**config.mk**
```make
export PLATFORM = sky130hd
export DESIGN_NAME = if_stage_flat
export DESIGN_NICKNAME = d
export VERILOG_FILES = /design/src/rtl/pipe_pkg.sv /design/src/rtl/if_stage_if.sv /design/src/rtl/if_id_reg.sv /design/src/rtl/if_stage.sv /design/src/flat_wrapper.sv
export SDC_FILE = /design/constraint.sdc
export NUM_CORES = 1
export LEC_CHECK = 0
export CORE_ASPECT_RATIO = 1.75
export CORE_MARGIN = 2
export CORE_UTILIZATION = 43
export CTS_CLUSTER_DIAMETER = 40
export DETAILED_ROUTE_END_ITERATION = 8
export GPL_TIMING_DRIVEN = 0
export PLACE_DENSITY = 0.86
export SLEW_MARGIN = 20
export SYNTH_ARGS = -nofsm -noshare
export SYNTH_HDL_FRONTEND = slang
export SYNTH_SLANG_ARGS = --single-unit
```
**constraint.sdc**
```tcl
create_clock -name clk -period 2.5 [get_ports clk]
set_input_delay 0.5 -clock clk [delete_from_list [all_inputs] [get_ports clk]]
set_output_delay 0.5 -clock clk [all_outputs]
set_load 0.1 [all_outputs]
```
**src/rtl/pipe_pkg.sv**
```systemverilog
//------------------------------------------------------------------------------
// pipe_pkg : shared pipeline constants, fetch FSM encoding and small helpers.
// Revision : 1.0
//------------------------------------------------------------------------------
`default_nettype none

package pipe_pkg;

    localparam logic [31:0] DEF_RESET_PC  = 32'h0000_3000;
    localparam logic [31:0] DEF_NOP_INSTR = 32'h0000_0000;

    typedef enum logic [1:0] {
        BOOT  = 2'd0,
        RUN   = 2'd1,
        STALL = 2'd2,
        REDIR = 2'd3
    } fetch_state_t;

    function automatic logic [31:0] sat_inc(input logic [31:0] value);
        return (value == 32'hFFFF_FFFF) ? value : value + 32'd1;
    endfunction

    function automatic logic [31:0] branch_target(input logic [31:0] pc_plus4,
                                                  input logic [31:0] instr);
        return pc_plus4 + {{14{instr[15]}}, instr[15:0], 2'b00};
    endfunction

    function automatic logic [31:0] jump_target(input logic [31:0] pc_plus4,
                                                input logic [31:0] instr);
        return {pc_plus4[31:28], instr[25:0], 2'b00};
    endfunction

endpackage

`default_nettype wire

```
**src/rtl/if_stage_if.sv**
```systemverilog
//------------------------------------------------------------------------------
// if_stage_if : instruction memory read bus (address out, data back same cycle).
// Revision    : 1.0
//------------------------------------------------------------------------------
`default_nettype none

interface if_stage_if;

    logic [31:0] imem_addr;
    logic [31:0] imem_rdata;

    modport master (
        output imem_addr,
        input  imem_rdata
    );

    modport slave (
        input  imem_addr,
        output imem_rdata
    );

endinterface

`default_nettype wire

```
**src/rtl/if_id_reg.sv**
```systemverilog
//------------------------------------------------------------------------------
// if_id_reg : IF/ID pipeline register with hold (stall) and bubble (flush).
// Revision  : 1.0
//------------------------------------------------------------------------------
`default_nettype none

module if_id_reg
    import pipe_pkg::*;
#(
    parameter logic [31:0] NOP_INSTR = DEF_NOP_INSTR
) (
    input  wire logic        clk,
    input  wire logic        reset,
    input  wire logic        write_en,
    input  wire logic        flush,
    input  wire logic [31:0] fetch_instr,
    input  wire logic [31:0] fetch_pc_plus4,
    output logic      [31:0] instr,
    output logic      [31:0] pc_plus4,
    output logic             valid
);

    // A stall (write_en low) freezes everything, so a pending flush waits.
    always_ff @(posedge clk) begin
        if (reset) begin
            instr    <= NOP_INSTR;
            pc_plus4 <= 32'd0;
            valid    <= 1'b0;
        end else if (write_en) begin
            pc_plus4 <= fetch_pc_plus4;
            if (flush) begin
                instr <= NOP_INSTR;
                valid <= 1'b0;
            end else begin
                instr <= fetch_instr;
                valid <= 1'b1;
            end
        end
    end

endmodule

`default_nettype wire

```
**src/rtl/if_stage.sv**
```systemverilog
//------------------------------------------------------------------------------
// if_stage : instruction fetch stage (PC, next-PC select, fetch FSM, IF/ID reg).
//            Define IF_PERF_CNT_EN to build the stall/flush performance counters.
// Revision : 1.0
//------------------------------------------------------------------------------
`default_nettype none

module if_stage
    import pipe_pkg::*;
#(
    parameter logic [31:0] RESET_PC  = DEF_RESET_PC,
    parameter logic [31:0] NOP_INSTR = DEF_NOP_INSTR
) (
    input  wire logic        clk,
    input  wire logic        reset,
    input  wire logic        PCWrite,
    input  wire logic        IFWrite,
    input  wire logic        IFflush,
    input  wire logic        Jump,
    input  wire logic        Branch,
    input  wire logic        Compare_Zero,
    if_stage_if.master       imem,
    output logic      [31:0] pc,
    output logic      [31:0] ID_instr,
    output logic      [31:0] ID_pc_plus4,
    output logic             ID_valid,
    output logic      [1:0]  fetch_state,
    output logic      [31:0] stall_cnt,
    output logic      [31:0] flush_cnt
);

    logic [31:0]  pc_plus4;
    logic [31:0]  br_target;
    logic [31:0]  j_target;
    logic [31:0]  pc_next;
    logic         taken_branch;
    logic         redirect;
    logic         stall_req;
    logic         id_valid_raw;
    fetch_state_t state;
    fetch_state_t state_next;

    assign pc_plus4     = pc + 32'd4;
    assign br_target    = branch_target(ID_pc_plus4, ID_instr);
    assign j_target     = jump_target(ID_pc_plus4, ID_instr);
    assign taken_branch = Branch & Compare_Zero;
    assign redirect     = PCWrite & (Jump | taken_branch);
    assign stall_req    = ~PCWrite | ~IFWrite;

    assign imem.imem_addr = pc;

    always_comb begin
        pc_next = pc_plus4;
        if (!PCWrite) begin
            pc_next = pc;
        end else if (Jump) begin
            pc_next = j_target;
        end else if (taken_branch) begin
            pc_next = br_target;
        end
    end

    always_ff @(posedge clk) begin
        if (reset) begin
            pc <= RESET_PC;
        end else begin
            pc <= pc_next;
        end
    end

    if_id_reg #(
        .NOP_INSTR      (NOP_INSTR)
    ) u_if_id_reg (
        .clk            (clk),
        .reset          (reset),
        .write_en       (IFWrite),
        .flush          (IFflush),
        .fetch_instr    (imem.imem_rdata),
        .fetch_pc_plus4 (pc_plus4),
        .instr          (ID_instr),
        .pc_plus4       (ID_pc_plus4),
        .valid          (id_valid_raw)
    );

    // Nothing has been fetched yet while in BOOT.
    assign ID_valid = id_valid_raw & (state != BOOT);

    always_ff @(posedge clk) begin
        if (reset) begin
            state <= BOOT;
        end else begin
            state <= state_next;
        end
    end

    always_comb begin
        state_next = state;
        unique case (state)
            BOOT: begin
                state_next = RUN;
            end
            RUN, REDIR: begin
                if (redirect) begin
                    state_next = REDIR;
                end else if (stall_req) begin
                    state_next = STALL;
                end else begin
                    state_next = RUN;
                end
            end
            STALL: begin
                if (stall_req) begin
                    state_next = STALL;
                end else if (redirect) begin
                    state_next = REDIR;
                end else begin
                    state_next = RUN;
                end
            end
            default: begin
                state_next = BOOT;
            end
        endcase
    end

    assign fetch_state = state;

`ifdef IF_PERF_CNT_EN
    logic [31:0] stall_cnt_q;
    logic [31:0] flush_cnt_q;

    always_ff @(posedge clk) begin
        if (reset) begin
            stall_cnt_q <= 32'd0;
            flush_cnt_q <= 32'd0;
        end else begin
            if (!PCWrite) begin
                stall_cnt_q <= sat_inc(stall_cnt_q);
            end
            if (IFWrite & IFflush) begin
                flush_cnt_q <= sat_inc(flush_cnt_q);
            end
        end
    end

    assign stall_cnt = stall_cnt_q;
    assign flush_cnt = flush_cnt_q;
`else
    assign stall_cnt = 32'd0;
    assign flush_cnt = 32'd0;
`endif

endmodule

`default_nettype wire
```
**src/flat_wrapper.sv**
```systemverilog
// flat-port wrapper written by rule: the top's interface ports become plain ports
module if_stage_flat import pipe_pkg::*;
#(
    parameter logic [31:0] RESET_PC  = DEF_RESET_PC,
    parameter logic [31:0] NOP_INSTR = DEF_NOP_INSTR
)
  (clk, reset, PCWrite, IFWrite, IFflush, Jump, Branch, Compare_Zero, pc, ID_instr, ID_pc_plus4, ID_valid, fetch_state, stall_cnt, flush_cnt, imem_imem_addr, imem_imem_rdata);
  if_stage_if imem_i ();
  input  wire logic clk;
  input  wire logic reset;
  input  wire logic PCWrite;
  input  wire logic IFWrite;
  input  wire logic IFflush;
  input  wire logic Jump;
  input  wire logic Branch;
  input  wire logic Compare_Zero;
  output logic      [31:0] pc;
  output logic      [31:0] ID_instr;
  output logic      [31:0] ID_pc_plus4;
  output logic ID_valid;
  output logic      [1:0] fetch_state;
  output logic      [31:0] stall_cnt;
  output logic      [31:0] flush_cnt;
  output wire logic [$bits(imem_i.imem_addr)-1:0] imem_imem_addr;
  input wire logic [$bits(imem_i.imem_rdata)-1:0] imem_imem_rdata;
  assign imem_imem_addr = imem_i.imem_addr;
  assign imem_i.imem_rdata = imem_imem_rdata;
  if_stage #(.RESET_PC(RESET_PC), .NOP_INSTR(NOP_INSTR)) u_core (.clk(clk), .reset(reset), .PCWrite(PCWrite), .IFWrite(IFWrite), .IFflush(IFflush), .Jump(Jump), .Branch(Branch), .Compare_Zero(Compare_Zero), .imem(imem_i), .pc(pc), .ID_instr(ID_instr), .ID_pc_plus4(ID_pc_plus4), .ID_valid(ID_valid), .fetch_state(fetch_state), .stall_cnt(stall_cnt), .flush_cnt(flush_cnt));
endmodule
```
==> results of run 1 <==
==> synthesized netlist by cell type (3+ instances only) <==
| master | count |
|---|---|
| a211oi_1 | 36 |
| a21o_1 | 9 |
| a21oi_1 | 86 |
| a221o_1 | 3 |
| a22oi_1 | 6 |
| a31oi_1 | 5 |
| a32oi_1 | 3 |
| and2_1 | 5 |
| and3_1 | 7 |
| and4_1 | 5 |
| buf_1 | 3 |
| buf_2 | 4 |
| buf_4 | 98 |
| clkbuf_1 | 49 |
| dfxtp_1 | 99 |
| ha_1 | 30 |
| inv_1 | 13 |
| mux2i_1 | 10 |
| nand2_1 | 76 |
| nand2b_1 | 4 |
| nand3_1 | 23 |
| nand3b_1 | 3 |
| nand4_1 | 18 |
| nor2_1 | 120 |
| nor2b_1 | 33 |
| nor3_1 | 11 |
| nor3_2 | 3 |
| nor3b_1 | 3 |
| o2111ai_1 | 3 |
| o211ai_1 | 24 |
| o21ai_0 | 29 |
| o21ai_1 | 9 |
| xnor2_1 | 18 |
| xor2_1 | 28 |
==> registers in the layout, summed over array words and instances, names as in the netlist <==
register and flops:
u_core.imem.imem_addr 32, u_core.u_if_id_reg.instr 32, u_core.u_if_id_reg.pc_plus4 32, u_core.fetch_state 2, u_core.u_if_id_reg.valid 1
==> logic make-up after synthesis <==
group,share of synthesized area (%)
and+or+nand+nor,22.83
AOI/OAI and AO/OA,22.50
buffers and inverters,14.03
DFF,27.82
xor gates and xnor gates,5.655
adders and majority gates,5.550
muxes,1.563
other,0.05264
==> tightest hold or removal path, cell delays in order, from the launching register on <==
cell	delay, ns
dfxtp_1	0.32
nand2b_1	0.07
a21oi_1	0.06
==> through the flow <==
step	hold WS [ns]	TNS [ns]	power, uW	worst slack (ns)
after floorplan	0.4519	-0.2972	3537	-0.2972
after global placement	0.4618	-7.273	3972	-0.6591
after detailed placement	0.4721	-8.093	3988	-0.6866
after CTS	0.4845	-0.1014	5476	-0.06570
after global routing	0.5119	-0.5821	5651	-0.09806
final	0.4822	-0.1191	5503	-0.05064
==> power by group through the flow <==
stage | sequential, uW | combinational [uW] | clock (uW)
final | 1790 | 2200 | 1520
after global placement | 1820 | 2150 | 0
after CTS | 1790 | 2170 | 1520
after floorplan | 2370 | 1170 | 0
after detailed placement | 1820 | 2170 | 0
after global routing | 1800 | 2280 | 1580
==> worst max path at each step <==
stage | cells after the start | slack, ns | startpoint | end
global placement | 6 | -0.66 | Branch | u_core.imem.imem_addr[16]$_SDFFE_PP0P_
detailed placement | 6 | -0.69 | Branch | u_core.imem.imem_addr[16]$_SDFFE_PP0P_
CTS | 9 | -0.07 | u_core.u_if_id_reg.pc_plus4[2]$_SDFFE_PP0P_ | u_core.imem.imem_addr[20]$_SDFFE_PP0P_
floorplan | 9 | -0.30 | u_core.u_if_id_reg.pc_plus4[26]$_SDFFE_PP0P_ | u_core.imem.imem_addr[31]$_SDFFE_PP0P_
global route | 10 | -0.1 | u_core.u_if_id_reg.instr[0]$_SDFFE_PP0P_ | u_core.imem.imem_addr[30]$_SDFFE_PP0P_
finish | 9 | -0.05 | u_core.u_if_id_reg.pc_plus4[2]$_SDFFE_PP0P_ | u_core.imem.imem_addr[20]$_SDFFE_PP0P_
==> layout make-up <==
cell class	count	area share, %
tap	192	2.428
inverter	13	0.4931
multi-input combinational	727	45.42
timing repair buffer	183	18.09
buffer	148	9.432
sequential	99	20.95
clock inverter	7	0.9104
clock buffer	9	2.276
==> layer usage <==
metal	GRT usage, %	wire, um	up-vias
met2	49.31	12740	494
met5	0	0	-
li1	-	-	3639
met3	5.308	2143	133
met1	29.84	8893	3552
met4	20.27	2026	0
==> timing repair <==
action                                 in CTS  in global routing
setup endpoints to repair                  47                 33
gates resized for setup                    43                 31
pin swaps                                  14                 14
setup buffers                              12                  5
endpoints found under the hold margin       0                  0
==> key figures, run 1 <==
Die
  • Initial Util: 43.73%
  • Io pins: 235
  • DIE AREA: 0.01765 mm^2
  • CORE AREA: 0.01629 mm^2
  • Row cnt: 62
  • Die Height: 174.3 um
  • Die Wd: 101.3 um

Clock network
  • Clk sinks: 99
  • Clock Path Buffers: 2
  • Worst skew pair latency: 0.36 ns
  • Root buffer cell: clkbuf_16
  • Clk slew on worst S/H paths: 0.08 ns
  • Hold_buf cts: 0
  • H-Tree Level Count: 3
  • CTS tree: built
  • CTS buffer count: 9

Setup path
  • Worst path cell trace: ha_4, fa_2, a21o_1, a311o_1, a31o_4, a31oi_4, xor2_1, mux2i_1, o2bb2ai_1
  • Reg2Reg Setup Slack: -0.05 ns
  • Slowest-stage cell, CP: a311o_1
  • Cell family with most CP delay: compound AO/OA/AOI/OAI gates
  • Crit end category: flop
  • Largest stage delay, worst path: 0.39 ns
  • Critical Setup Path Class: flop to flop
  • Bufs and invs on worst path: 0
  • Critical path data arrival time: 2.77 ns
  • CP Launch Type: flop
  • Worst r2r path cells: 9
  • Worst r2r dst: u_core.imem.imem_addr[20]$_SDFFE_PP0P_
  • WP data required: 2.72 ns
  • Max FO, Critical Path: 3
  • Reg2reg start: u_core.u_if_id_reg.pc_plus4[2]$_SDFFE_PP0P_

Timing
  • Clock Skews: 0.01018 ns
  • RSZ-0062 raised after global routing: true
  • Slew @ Worst Pin: 1.022 ns
  • Final worst slack: -0.05064 ns
  • # setup viols final: 3
  • Count of final hold-check violations: 0
  • Peak Freq: 0.3921 GHz
  • Pins Over Slew Limit: 0
  • Slew headroom: 31.68%
  • Tmin final: 2.551 ns
  • Fin crit share: 102.0%

Cells and area
  • Commonest non-fill, non-tap cell in the layout: clkdlybuf4s50_1
  • Share of post-route cells with drive strength above 1: 20.40%
  • Layout Nets: 1,252
  • Finished Core Util: 60.75%
  • Diode count: 0
  • Area growth syn-to-layout: 38.90%
  • Multi-input logic area: 0.004494 mm^2
  • Non-filler instance count after layout: 1,378
  • Sequential cell area: 0.002073 mm^2
  • Final instance area: 0.009896 mm^2
  • Leading cell types in the layout, fill and taps excluded: 122 x clkdlybuf4s50_1, 119 x nor2_1, 115 x buf_4, 79 x a21oi_1, 76 x nand2_1
  • FILL cells: 1,420

Logic synthesis
  • Primary FF master, synth: dfxtp_1
  • Ys Warns: 0
  • Cells after synthesis: 930
  • Sequential area share after synthesis: 27.82%
  • Post-synthesis cell type count: 73
  • Asr flop ratio synth: 0%
  • Yosys top cell by area: dfxtp_1
  • Number of flops mapped to enable cells by yosys: 0
  • Synth area leaders: dfxtp_1 28%, buf_4 10%, nor2_1 6.3%, a21oi_1 6.0%, ha_1 5.3%
  • Yosys top cell area share: 27.82%
  • Syn Area/Cell: 7.661 um^2
  • Synth Cell Area: 0.007124 mm^2
  • Synthesized flop and latch total: 99

Pwr
  • LEAKAGE: 0.004460 uW
  • Net Sw Frac: 45.74%
  • Pint: 2986 uW
  • Combinational share of power: 39.9%
  • Clk pwr share: 27.6%
  • Flop pwr share: 32.5%
  • Maximum VDD drop: 344.6 uV
  • P_sw: 2517 uW
  • Power Density: 556.1 mW/mm^2

Detailed routing
  • Drt via density: 5.673
  • # DRC: 0
  • ANT nets after route: 0
  • Routed len/inst: 18.72 um
  • Total Wirelength: 25,800 um
  • First drt pass iteration count: 6
  • Vias: 7,818
  • First DRT Iteration DRCs: 643

Place
  • Number of cells after detailed placement: 1,351
  • IO buf count: 166
  • Post-DP Area: 0.009369 mm^2
  • Routability Congestion: 1.007
  • DP Wirelength: 19,400 um

Global routing
  • Initial antenna violation count: 0
  • Total global routing overflow: 0
  • Largest net degree at the start of global routing: 20
  • Tot GR Track Use: 28.41%
  • Number of global-route vias before repair: 7,639
  • Global-route wire length before repair: 39,340 um

Worst hold path
  • Hold depth: 2
  • Hold EP: u_core.u_if_id_reg.instr[30]$_SDFFE_PP0P_
  • Hold Crit Class: flop to flop
  • Min-Delay Startpoint: u_core.u_if_id_reg.instr[30]$_SDFFE_PP0P_

Outcome
  • Outcome: complete, but fails checks
  • Failing checks: setup timing

Run
  • Max Cap Violations: 0
(Power assumes the default switching activity.)
==> inputs of run 2 (changes only) <==
- CORE_ASPECT_RATIO: 1.75 -> 0.7
- CTS_BUF_LIST: not set -> sky130_fd_sc_hd__clkbuf_16
==> key figures, run 2 (synthesis results as in run 1) <==
Detailed routing
  • First DRT Iteration DRCs: 949 (+48%)
  • First drt pass iteration count: 6 (unchanged)
  • Vias: 7,895 (+0.98%)
  • Drt via density: 5.599 (-1.3%)
  • # DRC: 0 (unchanged)
  • ANT nets after route: 0 (unchanged)
  • Total Wirelength: 26,190 um (+1.5%)
  • Routed len/inst: 18.57 um (-0.82%)

Clock network
  • Clock Path Buffers: 2 (unchanged)
  • H-Tree Level Count: 3 (unchanged)
  • Root buffer cell: clkbuf_16
  • Worst skew pair latency: 0.35 ns (about the same)
  • CTS tree: built
  • CTS buffer count: 9 (unchanged)
  • Hold_buf cts: 0 (unchanged)
  • Clk slew on worst S/H paths: 0.08 ns (about the same)
  • Clk sinks: 99 (unchanged)

Die
  • Io pins: 235 (unchanged)
  • CORE AREA: 0.01625 mm^2 (-0.25%)
  • Die Height: 111.7 um (-36%)
  • Die Wd: 157.8 um (+56%)
  • DIE AREA: 0.01763 mm^2 (-0.14%)
  • Initial Util: 43.84% (+0.11 points)
  • Row cnt: 39 (-37%)

Timing
  • Fin crit share: 104.5% (+2.5 points)
  • Tmin final: 2.614 ns (+0.06302 ns)
  • Peak Freq: 0.3826 GHz (-2.4%)
  • Final worst slack: -0.1137 ns (-0.06302 ns)
  • Hold_ws: 0.4885 ns (+0.006307 ns)
  • Count of final hold-check violations: 0 (unchanged)
  • Clock Skews: 0.01077 ns (+0.0005929 ns)
  • Slew @ Worst Pin: 1.041 ns (+0.01946 ns)
  • Pins Over Slew Limit: 0 (unchanged)
  • # setup viols final: 2 (-1)
  • RSZ-0062 raised after global routing: true
  • Slew headroom: 30.38% (-1.3 points)

Outcome
  • Failing checks: setup timing
  • Outcome: complete, but fails checks

Setup path
  • WP data required: 2.74 ns (+0.02 ns)
  • Reg2Reg Setup Slack: -0.11 ns (-0.06 ns)
  • Critical path data arrival time: 2.85 ns (+0.08 ns)
  • Max FO, Critical Path: 4 (+1)
  • Worst r2r dst: u_core.imem.imem_addr[28]$_SDFFE_PP0P_
  • Reg2reg start: u_core.u_if_id_reg.instr[0]$_SDFFE_PP0P_
  • Worst r2r path cells: 9 (unchanged)
  • CP Launch Point: u_core.u_if_id_reg.instr[0]$_SDFFE_PP0P_
  • Crit end category: flop
  • CP Launch Type: flop
  • Critical Setup Path Class: flop to flop

Worst hold path
  • Hold EP: u_core.u_if_id_reg.instr[30]$_SDFFE_PP0P_
  • Hold Crit Class: flop to flop
  • Hold depth: 2 (unchanged)
  • Min-Delay Startpoint: u_core.u_if_id_reg.instr[30]$_SDFFE_PP0P_

Cells and area
  • Area growth syn-to-layout: 40.74%
  • Non-filler instance count after layout: 1,410 (+2.3%)
  • Leading cell types in the layout, fill and taps excluded: 118 x nor2_1, 117 x clkdlybuf4s50_1, 113 x buf_4, 75 x a21oi_1, 75 x nand2_1
  • Diode count: 0 (unchanged)
  • FILL cells: 1,462 (+3.0%)
  • Final instance area: 0.01003 mm^2 (+1.3%)
  • Share of post-route cells with drive strength above 1: 21.77% (+1.4 points)
  • Layout Nets: 1,251 (-0.080%)
  • Commonest non-fill, non-tap cell in the layout: nor2_1

Place
  • Number of cells after detailed placement: 1,384 (+2.4%)
  • Post-DP Area: 0.009410 mm^2 (+0.44%)
  • DP Wirelength: 19,750 um (+1.8%)
  • IO buf count: 166 (unchanged)
  • Routability Congestion: 0.9963 (-1.1%)

Global routing
  • Tot GR Track Use: 28.76% (+0.35 points)
  • Largest net degree at the start of global routing: 17 (-15%)
  • Number of global-route vias before repair: 7,121 (-6.8%)
  • Total global routing overflow: 0 (unchanged)
  • Global-route wire length before repair: 39,620 um (+0.72%)
  • Initial antenna violation count: 0 (unchanged)

Pwr
  • Power Density: 552.3 mW/mm^2 (-0.68%)
  • Maximum VDD drop: 302.8 uV (-12%)
  • LEAKAGE: 0.004487 uW (+0.59%)

Run
  • Max Cap Violations: 0 (unchanged)
## run 2: what timing repair did
item / in CTS / in global routing
hold endpoints to repair: 0 / 0
pin swaps: 11 / 16
endpoints found under the setup margin: 53 / 35
gates resized for setup: 46 / 60
buffers inserted: 13 / 4
## run 2: worst max-delay path by stage
| stage | slack [ns] | end |
|---|---|---|
| after global placement | -0.51 | u_core.imem.imem_addr[17]$_SDFFE_PP0P_ |
| after floorplan | -0.30 | u_core.imem.imem_addr[31]$_SDFFE_PP0P_ |
| final | -0.11 | u_core.imem.imem_addr[28]$_SDFFE_PP0P_ |
| after global routing | -0.10 | u_core.imem.imem_addr[28]$_SDFFE_PP0P_ |
| after detailed placement | -0.53 | u_core.imem.imem_addr[17]$_SDFFE_PP0P_ |
| after CTS | -0.08 | u_core.imem.imem_addr[28]$_SDFFE_PP0P_ |
## run 2: through the flow
| stage | util [%] | power [uW] | TNS [ns] | setup slack [ns] |
|---|---|---|---|---|
| 6_report | 61.71 | 5538 | -0.1447 | -0.1137 |
| 5_1_grt | 61.71 | 5683 | -0.3345 | -0.1008 |
| 4_1_cts | 60.49 | 5492 | -0.2039 | -0.07811 |
| 3_5_place_dp | 57.91 | 3994 | -5.885 | -0.5344 |
| 3_3_place_gp | 57.91 | 3972 | -5.527 | -0.5089 |
| 2_1_floorplan | - | 3537 | -0.2972 | -0.2972 |
## run 2: layout make-up
class	count	area [um^2]	share of cell area (%)
clock buffers	9	225.2	2.246
repair buffers	183	1793	17.88
multi-input cells	727	4581	45.68
plain buffers	147	933.4	9.309
flip-flops and latches	99	2073	20.68
inverters	13	48.80	0.4866
clock inverters	7	91.34	0.9109
well taps	225	281.5	2.808
## run 2: layer usage
layer  GRT usage, %  part of all wire [%]  wire length (um)
met1          42.35                    44             11420
met2          41.39                    42             10940
met3          7.707                    13              3325
met4          7.091                   1.9               504
met5              0                     0                 0
## run 2: power by group
group          switching (uW)  internal [uW]
sequential                127           1670
clock                     657            877
combinational            1690            516
## run 2: critical path, stage by stage, from the launching register on
cell and delay (ns):
dfxtp_4 0.36, ha_4 0.16, fa_2 0.34, a21o_1 0.20, a311o_2 0.44, a31o_4 0.26
a31oi_4 0.22, o21ai_2 0.13, mux2i_1 0.25, o21ai_1 0.13
